File: src/rtl/img_line_writer.sv
// Write side of the 8-row image line buffer: stores camera rows into two BRAM
// channels (even rows on ch0, odd rows on ch1), then publishes a {row_id, row_h}
// descriptor to the reader once the row's data has reached BRAM. A credit
// counter tracks free row slots so a slot still held by the reader is never
// overwritten.
module img_line_writer #(
  parameter int IMG_W = 640,
  parameter int IMG_H = 480
) (
  input  logic        clk,
  input  logic        frst_n,
  input  logic [23:0] i_pix_data,
  input  logic        i_pix_vld,
  input  logic        i_pix_sof,
  input  logic        i_pix_eol,
  output logic        o_pix_rdy,
  output logic [11:0] o_ch0_waddr,
  output logic [31:0] o_ch0_wdata,
  output logic        o_ch0_we,
  output logic [11:0] o_ch1_waddr,
  output logic [31:0] o_ch1_wdata,
  output logic        o_ch1_we,
  output logic [11:0] o_8row_wdata,
  output logic        o_8row_we,
  input  logic        i_8row_full,
  input  logic        i_8row_free,
  input  logic        i_err_clr,
  output logic        o_frame_done,
  output logic [2:0]  o_err
);

  localparam logic [9:0] COL_LAST   = 10'(IMG_W - 1);
  localparam logic [8:0] ROW_LAST   = 9'(IMG_H - 1);
  localparam logic [3:0] CREDIT_MAX = 4'd8;

  typedef enum logic [1:0] {
    S_IDLE,
    S_LINE,
    S_COMMIT,
    S_WAIT_SLOT
  } state_t;

  state_t      state_q, state_d;
  logic [3:0]  credit_q, credit_d;
  logic [2:0]  row_id_q, row_id_d;
  logic [8:0]  row_h_q, row_h_d;
  logic [9:0]  col_q, col_d;
  logic        drop_q, drop_d;
  logic [2:0]  err_q, err_d;

  // BRAM write stage, one cycle behind pixel acceptance
  logic        ch0_we_p1_q, ch0_we_p1_d;
  logic        ch1_we_p1_q, ch1_we_p1_d;
  logic [11:0] waddr_p1_q, waddr_p1_d;
  logic [31:0] wdata_p1_q, wdata_p1_d;

  // Descriptor push, registered so it trails the row's last BRAM write
  logic        desc_we_q, desc_we_d;
  logic [11:0] desc_q, desc_d;
  logic        frame_done_q, frame_done_d;

  logic        pix_rdy;
  logic        claim;
  logic        wr_en;
  logic        push;
  logic [9:0]  wr_col;
  logic [2:0]  err_set;

  // Next-state, slot credit, error and write/descriptor staging logic
  always_comb begin
    state_d  = state_q;
    row_id_d = row_id_q;
    row_h_d  = row_h_q;
    col_d    = col_q;
    drop_d   = drop_q;
    credit_d = credit_q;
    pix_rdy  = 1'b0;
    claim    = 1'b0;
    wr_en    = 1'b0;
    wr_col   = col_q;
    push     = 1'b0;
    err_set  = 3'b000;

    case (state_q)
      S_IDLE: begin
        // Only a SOF needs a slot; stray mid-frame pixels are swallowed.
        pix_rdy = ~i_pix_sof | (credit_q != 4'd0);
        if (i_pix_vld && pix_rdy && i_pix_sof) begin
          row_h_d = 9'd0;
          wr_en   = 1'b1;
          wr_col  = 10'd0;
          col_d   = 10'd1;
          drop_d  = 1'b0;
          claim   = 1'b1;
          state_d = S_LINE;
        end
      end

      S_LINE: begin
        pix_rdy = 1'b1;
        if (i_pix_vld) begin
          if (drop_q && !i_pix_sof) begin
            // Tail of an over-long row: discard up to and including its EOL.
            err_set[1] = 1'b1;
            if (i_pix_eol) drop_d = 1'b0;
          end else begin
            // SOF restarts the frame in the slot already claimed.
            wr_en  = 1'b1;
            wr_col = i_pix_sof ? 10'd0 : col_q;
            col_d  = wr_col + 10'd1;
            if (i_pix_sof) begin
              row_h_d = 9'd0;
              drop_d  = 1'b0;
            end
            if (i_pix_eol || wr_col == COL_LAST) begin
              state_d = S_COMMIT;
              if (wr_col != COL_LAST) err_set[0] = 1'b1;
              if (!i_pix_eol) drop_d = 1'b1;
            end
          end
        end
      end

      S_COMMIT: begin
        if (!i_8row_full) begin
          push     = 1'b1;
          row_id_d = row_id_q + 3'd1;
          col_d    = 10'd0;
          if (row_h_q == ROW_LAST) begin
            drop_d  = 1'b0;
            state_d = S_IDLE;
          end else begin
            row_h_d = row_h_q + 9'd1;
            // A slot freed this very cycle is usable immediately.
            if (credit_q != 4'd0 || i_8row_free) begin
              claim   = 1'b1;
              state_d = S_LINE;
            end else begin
              state_d = S_WAIT_SLOT;
            end
          end
        end
      end

      S_WAIT_SLOT: begin
        if (credit_q != 4'd0) begin
          claim   = 1'b1;
          state_d = S_LINE;
        end
      end

      default: state_d = S_IDLE;
    endcase

    case ({claim, i_8row_free})
      2'b10: credit_d = credit_q - 4'd1;
      2'b01: begin
        if (credit_q == CREDIT_MAX) err_set[2] = 1'b1;
        else                        credit_d = credit_q + 4'd1;
      end
      default: credit_d = credit_q;
    endcase

    // A new error event outranks a simultaneous clear.
    err_d = (i_err_clr ? 3'b000 : err_q) | err_set;

    ch0_we_p1_d  = wr_en & ~row_id_q[0];
    ch1_we_p1_d  = wr_en &  row_id_q[0];
    waddr_p1_d   = wr_en ? {row_id_q[2:1], wr_col} : waddr_p1_q;
    wdata_p1_d   = wr_en ? {8'h00, i_pix_data} : wdata_p1_q;
    desc_we_d    = push;
    desc_d       = push ? {row_id_q, row_h_q} : desc_q;
    frame_done_d = desc_we_q && (desc_q[8:0] == ROW_LAST);
  end

  // Control state register
  always_ff @(posedge clk or negedge frst_n) begin
    if (!frst_n) begin
      state_q  <= S_IDLE;
      credit_q <= CREDIT_MAX;
      row_id_q <= 3'd0;
      row_h_q  <= 9'd0;
      col_q    <= 10'd0;
      drop_q   <= 1'b0;
      err_q    <= 3'b000;
    end else begin
      state_q  <= state_d;
      credit_q <= credit_d;
      row_id_q <= row_id_d;
      row_h_q  <= row_h_d;
      col_q    <= col_d;
      drop_q   <= drop_d;
      err_q    <= err_d;
    end
  end

  // BRAM write and descriptor output registers
  always_ff @(posedge clk or negedge frst_n) begin
    if (!frst_n) begin
      ch0_we_p1_q  <= 1'b0;
      ch1_we_p1_q  <= 1'b0;
      waddr_p1_q   <= 12'd0;
      wdata_p1_q   <= 32'd0;
      desc_we_q    <= 1'b0;
      desc_q       <= 12'd0;
      frame_done_q <= 1'b0;
    end else begin
      ch0_we_p1_q  <= ch0_we_p1_d;
      ch1_we_p1_q  <= ch1_we_p1_d;
      waddr_p1_q   <= waddr_p1_d;
      wdata_p1_q   <= wdata_p1_d;
      desc_we_q    <= desc_we_d;
      desc_q       <= desc_d;
      frame_done_q <= frame_done_d;
    end
  end

  // Ready is combinational; masking with the reset keeps it low while held in reset.
  assign o_pix_rdy    = pix_rdy & frst_n;
  assign o_ch0_we     = ch0_we_p1_q;
  assign o_ch0_waddr  = waddr_p1_q;
  assign o_ch0_wdata  = wdata_p1_q;
  assign o_ch1_we     = ch1_we_p1_q;
  assign o_ch1_waddr  = waddr_p1_q;
  assign o_ch1_wdata  = wdata_p1_q;
  assign o_8row_we    = desc_we_q;
  assign o_8row_wdata = desc_q;
  assign o_frame_done = frame_done_q;
  assign o_err        = err_q;

endmodule

File: config.mk
export PLATFORM = sky130hd
export DESIGN_NAME = img_line_writer
export DESIGN_NICKNAME = d
export VERILOG_FILES = /design/src/rtl/img_line_writer.sv
export SDC_FILE = /design/constraint.sdc
export NUM_CORES = 1
export LEC_CHECK = 0
export ABC_CLOCK_PERIOD_IN_PS = 4800
export BUFFER_PORTS_ARGS = -buffer_cell sky130_fd_sc_hd__buf_2
export CORE_AREA = 5 5 125 91
export DETAILED_ROUTE_END_ITERATION = 6
export DIE_AREA = 0 0 130 96
export GPL_ROUTABILITY_DRIVEN = 0
export PLACE_DENSITY = 0.71
export RECOVER_POWER = 100
export SLEW_MARGIN = 10
export SYNTH_ARGS = -nofsm -noshare
export SYNTH_HDL_FRONTEND = slang
export SYNTH_SLANG_ARGS = --single-unit
File: constraint.sdc
create_clock -name clk -period 4.8 [get_ports clk]
set_input_delay 0.96 -clock clk [delete_from_list [all_inputs] [get_ports clk]]
set_output_delay 0.96 -clock clk [all_outputs]
set_load 0.03 [all_outputs]
==> results of run 1 <==
how the worst max path moves through the flow:
stage / from / endpoint / slack [ns] / cells past startpoint
after floorplan: i_pix_sof / credit_q[3]$_DFFE_PN1P_ / 1.75 / 11
after global placement: i_pix_sof / credit_q[3]$_DFFE_PN1P_ / 1.37 / 11
after global routing: i_pix_sof / o_ch0_wdata[1]$_DFFE_PN0P_ / 0.77 / 6
after detailed placement: i_pix_sof / credit_q[3]$_DFFE_PN1P_ / 1.21 / 11
after CTS: i_pix_sof / credit_q[3]$_DFFE_PN1P_ / 1.56 / 11
final: i_pix_sof / o_ch0_wdata[23]$_DFFE_PN0P_ / 1.0 / 6
Yosys cell counts, types with 2 or more instances:
| cell | count |
|---|---|
| mux2_1 | 9 |
| and2_1 | 4 |
| nand3_1 | 8 |
| a2111o_1 | 2 |
| o21a_1 | 4 |
| clkbuf_1 | 6 |
| o31ai_1 | 4 |
| a31oi_1 | 4 |
| nand2_1 | 60 |
| a21oi_1 | 12 |
| nor3_1 | 7 |
| nor3b_1 | 2 |
| dfrtp_1 | 83 |
| o21ai_0 | 23 |
| nor2_1 | 13 |
| o41ai_1 | 2 |
| buf_2 | 6 |
| and3b_1 | 2 |
| nand3b_1 | 3 |
| o21ai_1 | 2 |
| nand4_1 | 6 |
| inv_1 | 13 |
| mux2i_1 | 4 |
| and3_1 | 2 |
| a211oi_1 | 3 |
| nand4b_1 | 2 |
| o22ai_1 | 2 |
| xnor2_1 | 3 |
| mux2_2 | 20 |
| nor2b_1 | 9 |
| a22o_1 | 11 |
| buf_4 | 53 |
| nand2b_1 | 4 |
| a21o_1 | 2 |
| nor4_1 | 2 |
| ha_1 | 10 |
cell families (layout without fill, tap and decap cells):
logic type                 count (synthesis)  after routing  synth area share [%]
and+or+nand+nor                          134            134                  15.7
DFF                                       84             84                  47.9
buffers and inverters                     80            155                  11.7
AOI/OAI and AO/OA                         77             77                  11.8
muxes                                     34             34                  8.68
adders and majority gates                 11             11                  3.30
xor gates and xnor gates                   4              4                 0.797
other                                      1             16                0.0853
per-stage QoR:
step / setup slack (ns) / total power [uW]
after floorplan: 1.75 / 2440
after global placement: 1.37 / 2680
after detailed placement: 1.21 / 2730
after CTS: 1.56 / 3440
after global routing: 0.766 / 3520
final: 0.996 / 3320
tightest hold or removal path, stage by stage, from the launching register on:
cell and delay, ns:
dfrtp_1 0.34, nand2_1 0.05, nand2_1 0.05
routing by layer:
| layer | track usage [%] | part of all wire [%] | routed length [microns] |
|---|---|---|---|
| met5 | 0 | 0 | 0 |
| met2 | 24.2 | 46 | 4450 |
| met1 | 20.4 | 45 | 4280 |
| met3 | 4.44 | 7.5 | 722 |
| met4 | 5.36 | 1.4 | 131 |
placed cells by master (no fill, tap or decap), drive strengths merged, types with 2 or more instances in the layout:
cell type    n
clkbuf     105
dfrtp       83
nand2       60
buf         31
mux2        30
o21ai       25
conb        16
inv         14
nor2        13
a21oi       12
a22o        11
ha          10
nor2b        9
nand3        8
nor3         7
nand4        7
a31oi        4
nand2b       4
mux2i        4
and2         4
o31ai        4
o21a         4
xnor2        3
a211oi       3
nand3b       3
or2          3
and3b        2
and3         2
and4b        2
nor4         2
nand4b       2
o22ai        2
a21o         2
o41ai        2
a2111o       2
nor3b        2
clkinv       2
clkinvlp     2
sequential cells by signal, summed over array words and instances, names as in the netlist:
| register | flops |
|---|---|
| o_ch1_we | 1 |
| credit_q | 4 |
| state_q | 2 |
| o_ch0_we | 1 |
| drop_q | 1 |
| row_h_q | 9 |
| o_frame_done | 1 |
| o_ch0_wdata | 24 |
| o_ch0_waddr | 12 |
| col_q | 10 |
| row_id_q | 3 |
| o_8row_wdata | 12 |
| o_err | 3 |
| o_8row_we | 1 |
power by group:
group	switching (uW)	internal, uW
sequential	163	911
clock	283	420
combinational	1100	448
total	1540	1780
layout make-up:
type	count	area, sq um	area share (%)
multi-input combinational	276	1810	36.6
tap	132	165	3.33
clock buffer	10	239	4.82
clock inverter	6	71.3	1.44
timing repair buffer	126	518	10.4
inverter	13	48.8	0.984
sequential	84	2100	42.4
==> metrics.cfg, run 1 <==
[worst_setup_path]
arrival_ns = 4.02
crit_fanout = 23
crit_path_start_kind = input pin
cp-end-kind = flop
cp_slowest_cell = a21oi_1
timing.rr.end = o_ch0_wdata[23]$_DFFE_PN0P_
r2r.worst_path.cells = 7
worst_ep_required_time_ns = 5.02
path_buf_inv = 2
crit_chain = clkbuf_1, nor2b_1, nor2_1, a21oi_1, buf_4, mux2_2
cpPeakStageDelay_ns = 1.63
ff2ff_setup_slack_ns = 1.17
crit_family = compound AO/OA/AOI/OAI gates
r2r-start = state_q[1]$_DFFE_PN0P_
critPathKind = input pin to flop

[clock_network]
clk_latency_ns = 0.34
cts_sinks = 84
ctsHoldBuffers = 0
clk_pin_slew_ns = 0.06
postCtsSetupBuffers = 0
htreeDepth = 3
ctsResizeCount = 0
clockBufferDepth = 2
cts_tree = yes
cts_root_buffer = clkbuf_16
cts_made_buffers = 9

[routing]
drc = 0
ant_nets = 0
wl_per_cell_microns = 14.8
wl_microns = 9580
via_count = 3235
drtIter0Drc = 223
firstDrtPassIters = 4
via_per_inst = 5.00

[final_layout]
fillerInstances = 989
design_area_sq_um = 4960
drive_gt1_share_pct = 13.8
diodes = 0
final_util_pct = 49.2
syn2layout_area_growth_pct = 12.9
fin_cells = 647
num-nets-final = 553

[timing]
hold_viol = 0
worst_pin_slew_ns = 2.19
rsz0062_at_grt = no
fin_worst_skew_ns = 0.00644
slew_viol_final = 24
max_freq_mhz = 263
setup_violations = 0
setup_tns_ns = 0
post-route-min-period_ns = 3.80
relSlewSlack_pct = -45.9
hold_ws_ns = 0.476
final.period_utilization_pct = 79.2

[worst_hold_path]
hold_depth = 2
hold_class = flop to flop
worstHoldStart = o_8row_wdata[11]$_DFFE_PN0P_
hold_end = o_8row_wdata[11]$_DFFE_PN0P_

[run_status]
violations = max-capacitance violations, max-slew violations
status = complete, but fails checks

[global_route]
grt_pass1_wl_microns = 15200
overflow = 0
first_global_vias = 3120
grt_use_total_pct = 15.4
grt_max_degree = 60
antenna_found_initial = 0

[placement]
dpl.cell_count = 631
place_area_sq_um = 4800
post-dp-hpwl_microns = 7040
place.port_buffers = 123

[pwr]
leakagePower_uw = 0.00223
vdd_drop_max_uv = 213
p_per_area_nw_per_um2 = 670

[floorplan]
ios = 140
rows = 31
core_area_sq_um = 10100
dieArea_sq_um = 12500
start_util_pct = 43.6
die_h_microns = 96
die_x_microns = 130

[synthesis]
ys_seq_area_share_pct = 47.9
synth_top_cell_by_area = dfrtp_1
synthCells = 425
synth_area_sq_um = 4390
synth-main-ff-cell = dfrtp_1
synth_cell_types = 59
ys_top_cells_by_area = dfrtp_1, buf_4, mux2_2
syn_area_per_cell_sq_um = 10.3
async_flop_share_pct = 100
synth_edf_count = 0
synth_seq_cells = 84
yosysWarningCount = 0
synth_top_area_share_pct = 47.3

[job]
maxCapViolCount = 1

No activity file was read; power rests on OpenSTA's default activity.
==> run 2, diff against run 1 <==
ABC_AREA = 1   (was unset)
ABC_CLOCK_PERIOD_IN_PS = 3650   (was 4800)
CORE_AREA = 5 5 126 92   (was 5 5 125 91)
DIE_AREA = 0 0 131 97   (was 0 0 130 96)
PLACE_DENSITY = 0.7   (was 0.71)
clock period = 3.65 ns   (was 4.8 ns; I/O delays follow)
==> metrics.cfg, run 2 <==
[final_layout]
diodes = 0
largest_reg_flops = 24
syn2layout_area_growth_pct = 11.2
layout_commonest_cell = nand2_1
fillerInstances = 1057
drive_gt1_share_pct = 10.1
multi_input_area_sq_um = 1680
regArea_sq_um = 2100
num-nets-final = 650
final_cell_mix = nand2_1, clkbuf_1, dfrtp_1

[floorplan]
rows = 31
die_x_microns = 131
ios = 140
core_area_sq_um = 10200
dieArea_sq_um = 12700
start_util_pct = 44.0
die_h_microns = 97

[timing]
rsz0062_at_grt = no
fin_worst_skew_ns = 0.00647
setup_violations = 0
worst_pin_slew_ns = 1.24
post-route-min-period_ns = 2.78
hold_viol = 0
final.period_utilization_pct = 76.2
relSlewSlack_pct = 17.4
max_freq_mhz = 359
slew_viol_final = 0
setup_tns_ns = 0

[routing]
drtIter0Drc = 157
via_per_inst = 4.68
wl_microns = 10000
firstDrtPassIters = 4
wl_per_cell_microns = 13.4
ant_nets = 0
drc = 0
via_count = 3483

[global_route]
grt_max_degree = 50
first_global_vias = 3382
antenna_found_initial = 0
grt_pass1_wl_microns = 16300
overflow = 0
grt_use_total_pct = 15.7

[worst_hold_path]
hold_class = input pin to asynchronous set/reset pin

[job]
maxCapViolCount = 0

[synthesis]
synth-main-ff-cell = dfrtp_1
synth_top_area_share_pct = 46.4
synth_area_sq_um = 4480
synth_seq_cells = 84
ys_top_cells_by_area = dfrtp_1, nand2_1, buf_4
synth_top_cell_by_area = dfrtp_1
syn_area_per_cell_sq_um = 8.59
synth_edf_count = 0
synth_cell_types = 41
yosysMostFrequentCell = nand2_1
yosysWarningCount = 0
async_flop_share_pct = 100
ys_seq_area_share_pct = 47.0
synthCells = 521
synthTopCellsByCount = nand2_1, dfrtp_1, buf_4, inv_1, nor2_1

[worst_setup_path]
arrival_ns = 2.95
crit_chain = inv_1, ha_1, nand3_1, nand2_2, clkbuf_2, inv_1, nand2_1, o21ai_0
crit_top_cell = inv_1
crit_path_start_kind = flop
critPathKind = flop to flop
worst_ep_required_time_ns = 3.82
cp-end-kind = flop
r2r-start = state_q[1]$_DFFE_PN0P_
ff2ff_setup_slack_ns = 0.87
crit_path_end = o_ch0_waddr[11]$_DFFE_PN0P_
timing.rr.end = o_ch0_waddr[11]$_DFFE_PN0P_
crit_fanout = 39
r2r.worst_path.cells = 8
crit_start = state_q[1]$_DFFE_PN0P_
cp_slowest_cell = inv_1
cpPeakStageDelay_ns = 0.73

[clock_network]
cts_root_buffer = clkbuf_16
cts_tree = yes
htreeDepth = 3
postCtsSetupBuffers = 0
cts_made_buffers = 9
ctsHoldBuffers = 0
ctsResizeCount = 0
cts_sinks = 84
clockBufferDepth = 2
clk_pin_slew_ns = 0.06
clk_latency_ns = 0.33

[placement]
post-dp-hpwl_microns = 7450
place.port_buffers = 123

[run_status]
status = complete, no violations

[pwr]
p_per_area_nw_per_um2 = 893
leakagePower_uw = 0.00243
vdd_drop_max_uv = 359
total_power_uw = 4440

-- run 2: changes by cell type after synthesis, sizes merged, moves of 9 or more --
cell / delta
nand2: +107
inv: +35
mux2: -30
nor2: +20
nand3: +19
xor2: +16
a22o: -11
nor2b: -9
o21ai: +9
-- run 2: cells by family after synthesis --
family / share of synthesized area, %
AO/OA/AOI/OAI: 7.10
XOR/XNOR: 3.52
adder cells (fa/ha/maj): 3.24
buffers and inverters: 15.3
flip-flops: 47.0
other: 0.0838
AND/OR/NAND/NOR: 23.8
-- run 2: how the worst min path moves through the flow --
stage / start / endpoint / slack (ns)
final: frst_n / o_ch0_wdata[0]$_DFFE_PN0P_ / 0.35
after CTS: frst_n / o_ch0_wdata[0]$_DFFE_PN0P_ / 0.36
after global routing: frst_n / o_ch0_wdata[0]$_DFFE_PN0P_ / 0.38
after detailed placement: o_8row_wdata[9]$_DFFE_PN0P_ / o_8row_wdata[9]$_DFFE_PN0P_ / 0.47
after floorplan: frst_n / col_q[0]$_DFFE_PN0P_ / 0.43
after global placement: o_ch0_wdata[23]$_DFFE_PN0P_ / o_ch0_wdata[23]$_DFFE_PN0P_ / 0.47
-- run 2: metrics by stage --
stage | worst slack [ns] | instance area, sq um | instances | utilization (%) | hold slack [ns]
CTS | 1.09 | 5160 | 744 | 50.8 | 0.360
finish | 0.867 | 4970 | 744 | 49.0 | 0.353
floorplan | 1.43 | 4530 | 536 | - | 0.434
detailed placement | 0.982 | 4830 | 728 | 47.6 | 0.471
global route | 0.500 | 4970 | 744 | 49.0 | 0.383
global placement | 1.12 | 4830 | 728 | 47.6 | 0.465
-- run 2: worst max-delay path: cells and delay by family (launching register included) --
family                   cells  cell delay, ns
AO/OA/AOI/OAI                1            0.09
adder cells (fa/ha/maj)      1            0.27
buffers and inverters        3            1.40
flip-flops                   1            0.43
AND/OR/NAND/NOR              3            0.40
-- run 2: final cells by class --
type,instances,share of cell area (%)
sequential,84,42.3
multi-input combinational,338,33.7
inverter,49,3.80
clock inverter,6,1.76
clock buffer,10,4.80
timing repair buffer,125,10.3
tap,132,3.32
-- run 2: layer usage --
| metal | global-route usage, % | vias to the layer above | routed length [microns] |
|---|---|---|---|
| li1 | - | 1751 | - |
| met1 | 21.0 | 1602 | 4530 |
| met2 | 25.4 | 117 | 4520 |
| met3 | 4.35 | 13 | 834 |
| met4 | 3.16 | 0 | 121 |
| met5 | 0 | - | 0 |
-- run 2: power breakdown --
part	switching, uW	internal [uW]	leakage (uW)
Sequential	231	1230	0.00109
Combinational	1570	445	0.00118
Clock	357	617	0.000162
Total	2150	2290	0.00243
